**config.mk**
```make
export PLATFORM = sky130hd
export DESIGN_NAME = fighter_anim_sequencer
export DESIGN_NICKNAME = d
export VERILOG_FILES = /design/src/rtl/fighter_pkg.sv /design/src/rtl/anim_frame_counter.sv /design/src/rtl/fighter_anim_sequencer.sv
export SDC_FILE = /design/constraint.sdc
export NUM_CORES = 1
export LEC_CHECK = 0
export ABC_AREA = 1
export CORE_MARGIN = 4
export CORE_UTILIZATION = 48
export CTS_CLUSTER_DIAMETER = 80
export CTS_CLUSTER_SIZE = 20
export DETAILED_ROUTE_END_ITERATION = 12
export PLACE_DENSITY = 0.71
export RECOVER_POWER = 50
export SYNTH_ARGS = -nofsm -noshare
export SYNTH_HDL_FRONTEND = slang
export SYNTH_HIERARCHICAL = 1
export SYNTH_SLANG_ARGS = --single-unit
```
**constraint.sdc**
```tcl
create_clock -name vga_clk -period 1.85 [get_ports vga_clk]
set_input_delay 0.185 -clock vga_clk [delete_from_list [all_inputs] [get_ports vga_clk]]
set_output_delay 0.185 -clock vga_clk [all_outputs]
set_load 0.02 [all_outputs]
```
**src/rtl/fighter_pkg.sv**
```systemverilog
// -----------------------------------------------------------------------------
// fighter_pkg
// Shared types for the fighter animation path: attack codes, sprite ids and
// the sequencer state encoding, plus the state-to-sprite lookup used when the
// sprite register is refreshed at the start of vertical blank.
// -----------------------------------------------------------------------------
package fighter_pkg;

   typedef enum logic [1:0] {
      MV_NONE  = 2'd0,
      MV_PUNCH = 2'd1,
      MV_KICK  = 2'd2
   } move_t;

   typedef enum logic [2:0] {
      SPR_IDLE         = 3'd0,
      SPR_CROUCH       = 3'd1,
      SPR_PUNCH        = 3'd2,
      SPR_CROUCH_PUNCH = 3'd3,
      SPR_KICK         = 3'd4,
      SPR_HIT          = 3'd5
   } sprite_id_t;

   typedef enum logic [2:0] {
      IDLE    = 3'd0,
      WINDUP  = 3'd1,
      ACTIVE  = 3'd2,
      RECOVER = 3'd3,
      HITSTUN = 3'd4
   } anim_state_t;

   // Sprite shown for a given state. IDLE follows the live crouch button;
   // the attack phases use the crouch level captured when the attack began.
   function automatic sprite_id_t sprite_for(
      input anim_state_t st,
      input move_t       mv,
      input logic        crouch_latched,
      input logic        crouch_now
   );
      sprite_id_t spr;
      spr = SPR_IDLE;
      case (st)
         IDLE:    spr = crouch_now ? SPR_CROUCH : SPR_IDLE;
         WINDUP,
         ACTIVE: begin
            if (mv == MV_KICK)
               spr = SPR_KICK;
            else if (mv == MV_PUNCH)
               spr = crouch_latched ? SPR_CROUCH_PUNCH : SPR_PUNCH;
            else
               spr = crouch_latched ? SPR_CROUCH : SPR_IDLE;
         end
         RECOVER: spr = crouch_latched ? SPR_CROUCH : SPR_IDLE;
         HITSTUN: spr = SPR_HIT;
         default: spr = SPR_IDLE;
      endcase
      return spr;
   endfunction

endpackage

```
**src/rtl/anim_frame_counter.sv**
```systemverilog
// -----------------------------------------------------------------------------
// anim_frame_counter
// Loadable 4-bit down-counter measuring phase length in video frames.
//   vga_clk   : pixel clock
//   reset_n   : asynchronous active-low reset (count -> 0)
//   load      : load load_val this cycle (wins over a decrement)
//   load_val  : phase length, 1..15
//   dec_en    : decrement enable, driven by frame_start
//   last      : count == 1, i.e. the next decrement ends the phase
// The count holds at zero so an idle sequencer never wraps to 15.
// -----------------------------------------------------------------------------
module anim_frame_counter (
   input  logic       vga_clk,
   input  logic       reset_n,
   input  logic       load,
   input  logic [3:0] load_val,
   input  logic       dec_en,
   output logic       last
);

   logic [3:0] count;

   // NOTE: state registers use non-blocking assignments so every flop
   // samples pre-edge values regardless of block evaluation order.
   always_ff @(posedge vga_clk or negedge reset_n) begin
      if (!reset_n)
         count <= 4'd0;
      else if (load)
         count <= load_val;
      else if (dec_en && count != 4'd0)
         count <= count - 4'd1;
   end

   assign last = (count == 4'd1);

endmodule

```
**src/rtl/fighter_anim_sequencer.sv**
```systemverilog
// -----------------------------------------------------------------------------
// fighter_anim_sequencer
// Sequences a fighter's attack animation: IDLE -> WINDUP -> ACTIVE -> RECOVER
// -> IDLE, with a HITSTUN detour whenever the fighter is struck. Phase lengths
// are counted in video frames (frame_start pulses).
//   vga_clk     : pixel clock
//   reset_n     : asynchronous active-low reset
//   frame_start : one-cycle pulse at the start of vertical blank
//   move_valid  : attack request valid
//   move_req    : attack code (move_t)
//   crouch_hold : crouch button level
//   hit_taken   : one-cycle pulse when the fighter is struck
//   move_ack    : one-cycle pulse when an attack is accepted
//   busy        : high in any state other than IDLE
//   hit_active  : high in ACTIVE only (hitbox live)
//   sprite_sel  : sprite_id_t, refreshed only at frame_start
// -----------------------------------------------------------------------------
module fighter_anim_sequencer
   import fighter_pkg::*;
#(
   parameter int WINDUP_FRAMES  = 3,
   parameter int ACTIVE_FRAMES  = 4,
   parameter int RECOVER_FRAMES = 6,
   parameter int HITSTUN_FRAMES = 10
) (
   input  logic       vga_clk,
   input  logic       reset_n,
   input  logic       frame_start,
   input  logic       move_valid,
   input  logic [1:0] move_req,
   input  logic       crouch_hold,
   input  logic       hit_taken,
   output logic       move_ack,
   output logic       busy,
   output logic       hit_active,
   output logic [2:0] sprite_sel
);

   localparam logic [3:0] WINDUP_LEN  = WINDUP_FRAMES[3:0];
   localparam logic [3:0] ACTIVE_LEN  = ACTIVE_FRAMES[3:0];
   localparam logic [3:0] RECOVER_LEN = RECOVER_FRAMES[3:0];
   localparam logic [3:0] HITSTUN_LEN = HITSTUN_FRAMES[3:0];

   anim_state_t state, state_nxt;
   move_t       move_lat;
   logic        crouch_lat;
   sprite_id_t  sprite_q;

   logic        cnt_load;
   logic [3:0]  cnt_load_val;
   logic        cnt_last;
   logic        accept;

   anim_frame_counter u_frame_cnt (
      .vga_clk  (vga_clk),
      .reset_n  (reset_n),
      .load     (cnt_load),
      .load_val (cnt_load_val),
      .dec_en   (frame_start),
      .last     (cnt_last)
   );

   // Next-state decision. A hit outranks both a new request and a
   // phase-ending frame; a hit during HITSTUN does not restart the stun.
   // Phases end on the frame_start where the counter reads 1, so a phase of
   // N frames spans exactly N pulses.
   always_comb begin
      // NOTE: every output of this block gets a default first so no path
      // leaves a variable unassigned and infers a latch.
      state_nxt    = state;
      cnt_load     = 1'b0;
      cnt_load_val = 4'd0;
      accept       = 1'b0;

      if (hit_taken && state != HITSTUN) begin
         state_nxt    = HITSTUN;
         cnt_load     = 1'b1;
         cnt_load_val = HITSTUN_LEN;
      end else begin
         case (state)
            IDLE: begin
               if (move_valid && move_t'(move_req) != MV_NONE) begin
                  state_nxt    = WINDUP;
                  cnt_load     = 1'b1;
                  cnt_load_val = WINDUP_LEN;
                  accept       = 1'b1;
               end
            end
            WINDUP: begin
               if (frame_start && cnt_last) begin
                  state_nxt    = ACTIVE;
                  cnt_load     = 1'b1;
                  cnt_load_val = ACTIVE_LEN;
               end
            end
            ACTIVE: begin
               if (frame_start && cnt_last) begin
                  state_nxt    = RECOVER;
                  cnt_load     = 1'b1;
                  cnt_load_val = RECOVER_LEN;
               end
            end
            RECOVER,
            HITSTUN: begin
               // The closing decrement takes the counter to zero on its own.
               if (frame_start && cnt_last)
                  state_nxt = IDLE;
            end
            default: state_nxt = IDLE;
         endcase
      end
   end

   // busy/hit_active are derived from state_nxt so they change on the same
   // edge as the state register. The sprite samples the pre-edge state so a
   // change only ever lands at the start of vertical blank.
   always_ff @(posedge vga_clk or negedge reset_n) begin
      if (!reset_n) begin
         state      <= IDLE;
         move_lat   <= MV_NONE;
         crouch_lat <= 1'b0;
         move_ack   <= 1'b0;
         busy       <= 1'b0;
         hit_active <= 1'b0;
         sprite_q   <= SPR_IDLE;
      end else begin
         state      <= state_nxt;
         move_ack   <= accept;
         busy       <= (state_nxt != IDLE);
         hit_active <= (state_nxt == ACTIVE);
         if (accept) begin
            move_lat   <= move_t'(move_req);
            crouch_lat <= crouch_hold;
         end
         if (frame_start)
            sprite_q <= sprite_for(state, move_lat, crouch_lat, crouch_hold);
      end
   end

   assign sprite_sel = sprite_q;

endmodule

```
==> impl_metrics.ini <==
[setup_path]
critPathKind = reg -> reg
critPathRequiredTime_ns = 2.07
cp-start-kind = flip-flop
critical-path-max-stage-delay_ns = 0.38
path_cells = inv_1 > ha_1 > nor3b_1 > nand2_1 > inv_1 > nand2_1 > nand3_4 > inv_1 > nand2_2 > nand2_1 > o21ai_1
cp.arrival_ns = 1.90
setup.worst_path.end_class = flip-flop
rr_worst_depth = 11
critical-path-slowest-cell = dfrtp_1
crit_fanout = 8

[hold_path]
hold_class = in -> reg
whs_path_depth = 3

[sta]
timing.fmax_mhz = 595
fin_skew_ns = 0.00346
hold_violations = 0
worst_pin_slew_ns = 0.870
slew_violations = 0
relSlewSlack = 0.420
min_period_over_period = 0.909
min_period_ns = 1.68
fin_setup_tns_ns = 0
setup_violations = 0

[route]
routed_wirelength_um = 1870
drc = 0
wirelength_met1_um = 892
wl_met2_um = 842
vias = 805
viasPerCell = 4.94
wl_met3_um = 102
antenna_left = 0
drt-pass1-iter-count = 4
detail_route.wl_per_cell_um = 11.5
drt_iter0_drc = 35
top_layer = met4

[cts]
cts_buffer_depth = 2
clockRootBuffer = clkbuf_4
htreeDepth = 1
tritoncts = done
clock_latency_ns = 0.29
path_clk_slew_ns = 0.09
numCtsBuffers = 3
postCtsHoldBufs = 0
clock-sinks = 16

[floorplanning]
dieArea_mm2 = 0.00271
dieWidth_um = 52.1
die_y_um = 52.1
start_util = 0.524
io_pins = 14
rows = 15
core-area_mm2 = 0.00178

[logic_synthesis]
yosys.area.top_type = dfrtp_1
yosys_warnings = 6
synthAdderAreaFrac = 0.0268
synth_cell_types = 24
synth-xor-area-share = 0.00938
yosys.area.top_type_share = 0.429
synth_top_family_by_area = simple AND/OR/NAND/NOR gates
synth_seq_cells = 16
synth_top_cells_by_area = dfrtp_1, nand2_1, nand3_1
synth_seq_area_share = 0.429
synthMuxAreaShare = 0
synthesis.area_um2 = 933
avgSynthCellArea_um2 = 7.84
synth_nets = 129
synth_compound_area_frac = 0.0643
synthCells = 119
synthSimpleGateAreaFrac = 0.393

[power]
p_per_area_mw_per_mm2 = 1420
ir_worst_vdd_mv = 0.808
p_leak_nw = 0.592

[cells_and_area]
mostFrequentLayoutCells = nand2_1, dfrtp_1, inv_1, clkdlybuf4s50_1, nand3_1
syn_to_final_growth_pct = 22.3
drive_gt1_frac = 0.188
final_common_cell = nand2_1
nets = 150
diodes = 0
final_util = 0.640
final_cells = 163
n_fill_cell = 157

[run]
cap_viol_max_count = 0

[placement]
dp_hpwl_um = 1470
place_congestion = 0.896
dp_cells = 160
port_buffers = 13

[global_route]
track_usage = 0.164
grt_overflow = 0
grt_pass1_vias = 798
grt_max_degree = 17
grt_pass1_wl_um = 3330
antenna_found_initial = 0

[status]
status = finished, final reports clean
-- registers in the layout, indices dropped and copies added, names as in the netlist --
register	cells
state	3
move_lat	2
sprite_sel	3
crouch_lat	1
hit_active	1
move_ack	1
busy	1
u_frame_cnt/count	4
-- worst paths after layout --
path,slack (ns),end,from
setup / recovery,0.17,u_frame_cnt/count[0],u_frame_cnt/count[1]
max in group asynchronous,0.79,state[1],reset_n
setup reg to reg,0.17,u_frame_cnt/count[0],u_frame_cnt/count[1]
hold / removal,0.48,move_lat[0],move_req[0]
hold reg to reg,0.48,sprite_sel[0],sprite_sel[0]
min in group asynchronous,0.52,u_frame_cnt/count[0],reset_n
-- cells in the mapped netlist --
| master | number |
|---|---|
| nand2_1 | 31 |
| clkinv_4 | 1 |
| a21oi_1 | 1 |
| ha_1 | 2 |
| nand2_2 | 8 |
| nor2_1 | 10 |
| inv_1 | 14 |
| o21ai_2 | 2 |
| dfrtp_1 | 16 |
| nand3_1 | 12 |
| nor3_2 | 1 |
| nand3_4 | 1 |
| nand4_1 | 1 |
| clkinv_1 | 1 |
| xor2_1 | 1 |
| inv_2 | 2 |
| nand3_2 | 3 |
| a21boi_1 | 1 |
| nand2_4 | 1 |
| nor2_2 | 2 |
| o21ai_1 | 4 |
| nor3b_1 | 1 |
| nand3b_1 | 1 |
| o21ai_0 | 2 |
-- cells by family after synthesis --
logic type / Yosys count
AOI/OAI and AO/OA: 10
adders and majority gates: 2
and+or+nand+nor: 72
xor gates and xnor gates: 1
buffers and inverters: 18
DFF: 16
-- final cells by class --
type                       instances  area [um^2]  share of cell area
multi-input combinational         85          465               0.408
sequential                        16          400               0.351
clock buffer                       3         22.5              0.0197
inverter                          18         72.6              0.0636
timing repair buffer              16          149               0.130
tap                               25         31.3              0.0274
-- power by group --
part,internal (W),switching (W)
registers,0.000478,0.000107
logic,0.000350,0.000507
clock network,0.0000757,0.000107
total,0.000904,0.000721
-- worst max-delay path, delay by kind of cell, from the launching register on --
kind / cells / cell delay, ns
buffers and inverters: 3 / 0.32
DFF: 1 / 0.38
and+or+nand+nor: 6 / 0.69
AOI/OAI and AO/OA: 1 / 0.07
adders and majority gates: 1 / 0.14
-- routing by layer --
metal	global-route usage	vias up
met4	0.0524	0
met5	0	-
li1	-	413
met2	0.272	25
met1	0.209	362
met3	0.0401	5
-- through the flow --
| step | total power, W | instance area (um^2) | setup WS, ns | hold WS [ns] |
|---|---|---|---|---|
| 2_1_floorplan | 0.00119 | 933 | 0.294 | -0.111 |
| 3_3_place_gp | 0.00142 | 1120 | 0.166 | 0.467 |
| 3_5_place_dp | 0.00144 | 1120 | 0.0808 | 0.465 |
| 4_1_cts | 0.00163 | 1140 | 0.0613 | 0.220 |
| 5_1_grt | 0.00178 | 1140 | -0.0309 | 0.496 |
| 6_report | 0.00163 | 1140 | 0.169 | 0.481 |
-- what timing repair did --
| action | 4_1_cts | 5_1_grt |
|---|---|---|
| endpoints found under the setup margin | 0 | 4 |
| gates resized for setup | 0 | 2 |
| setup buffers | 0 | 0 |
| endpoints found under the hold margin | 0 | 0 |
(Power assumes the default switching activity.)
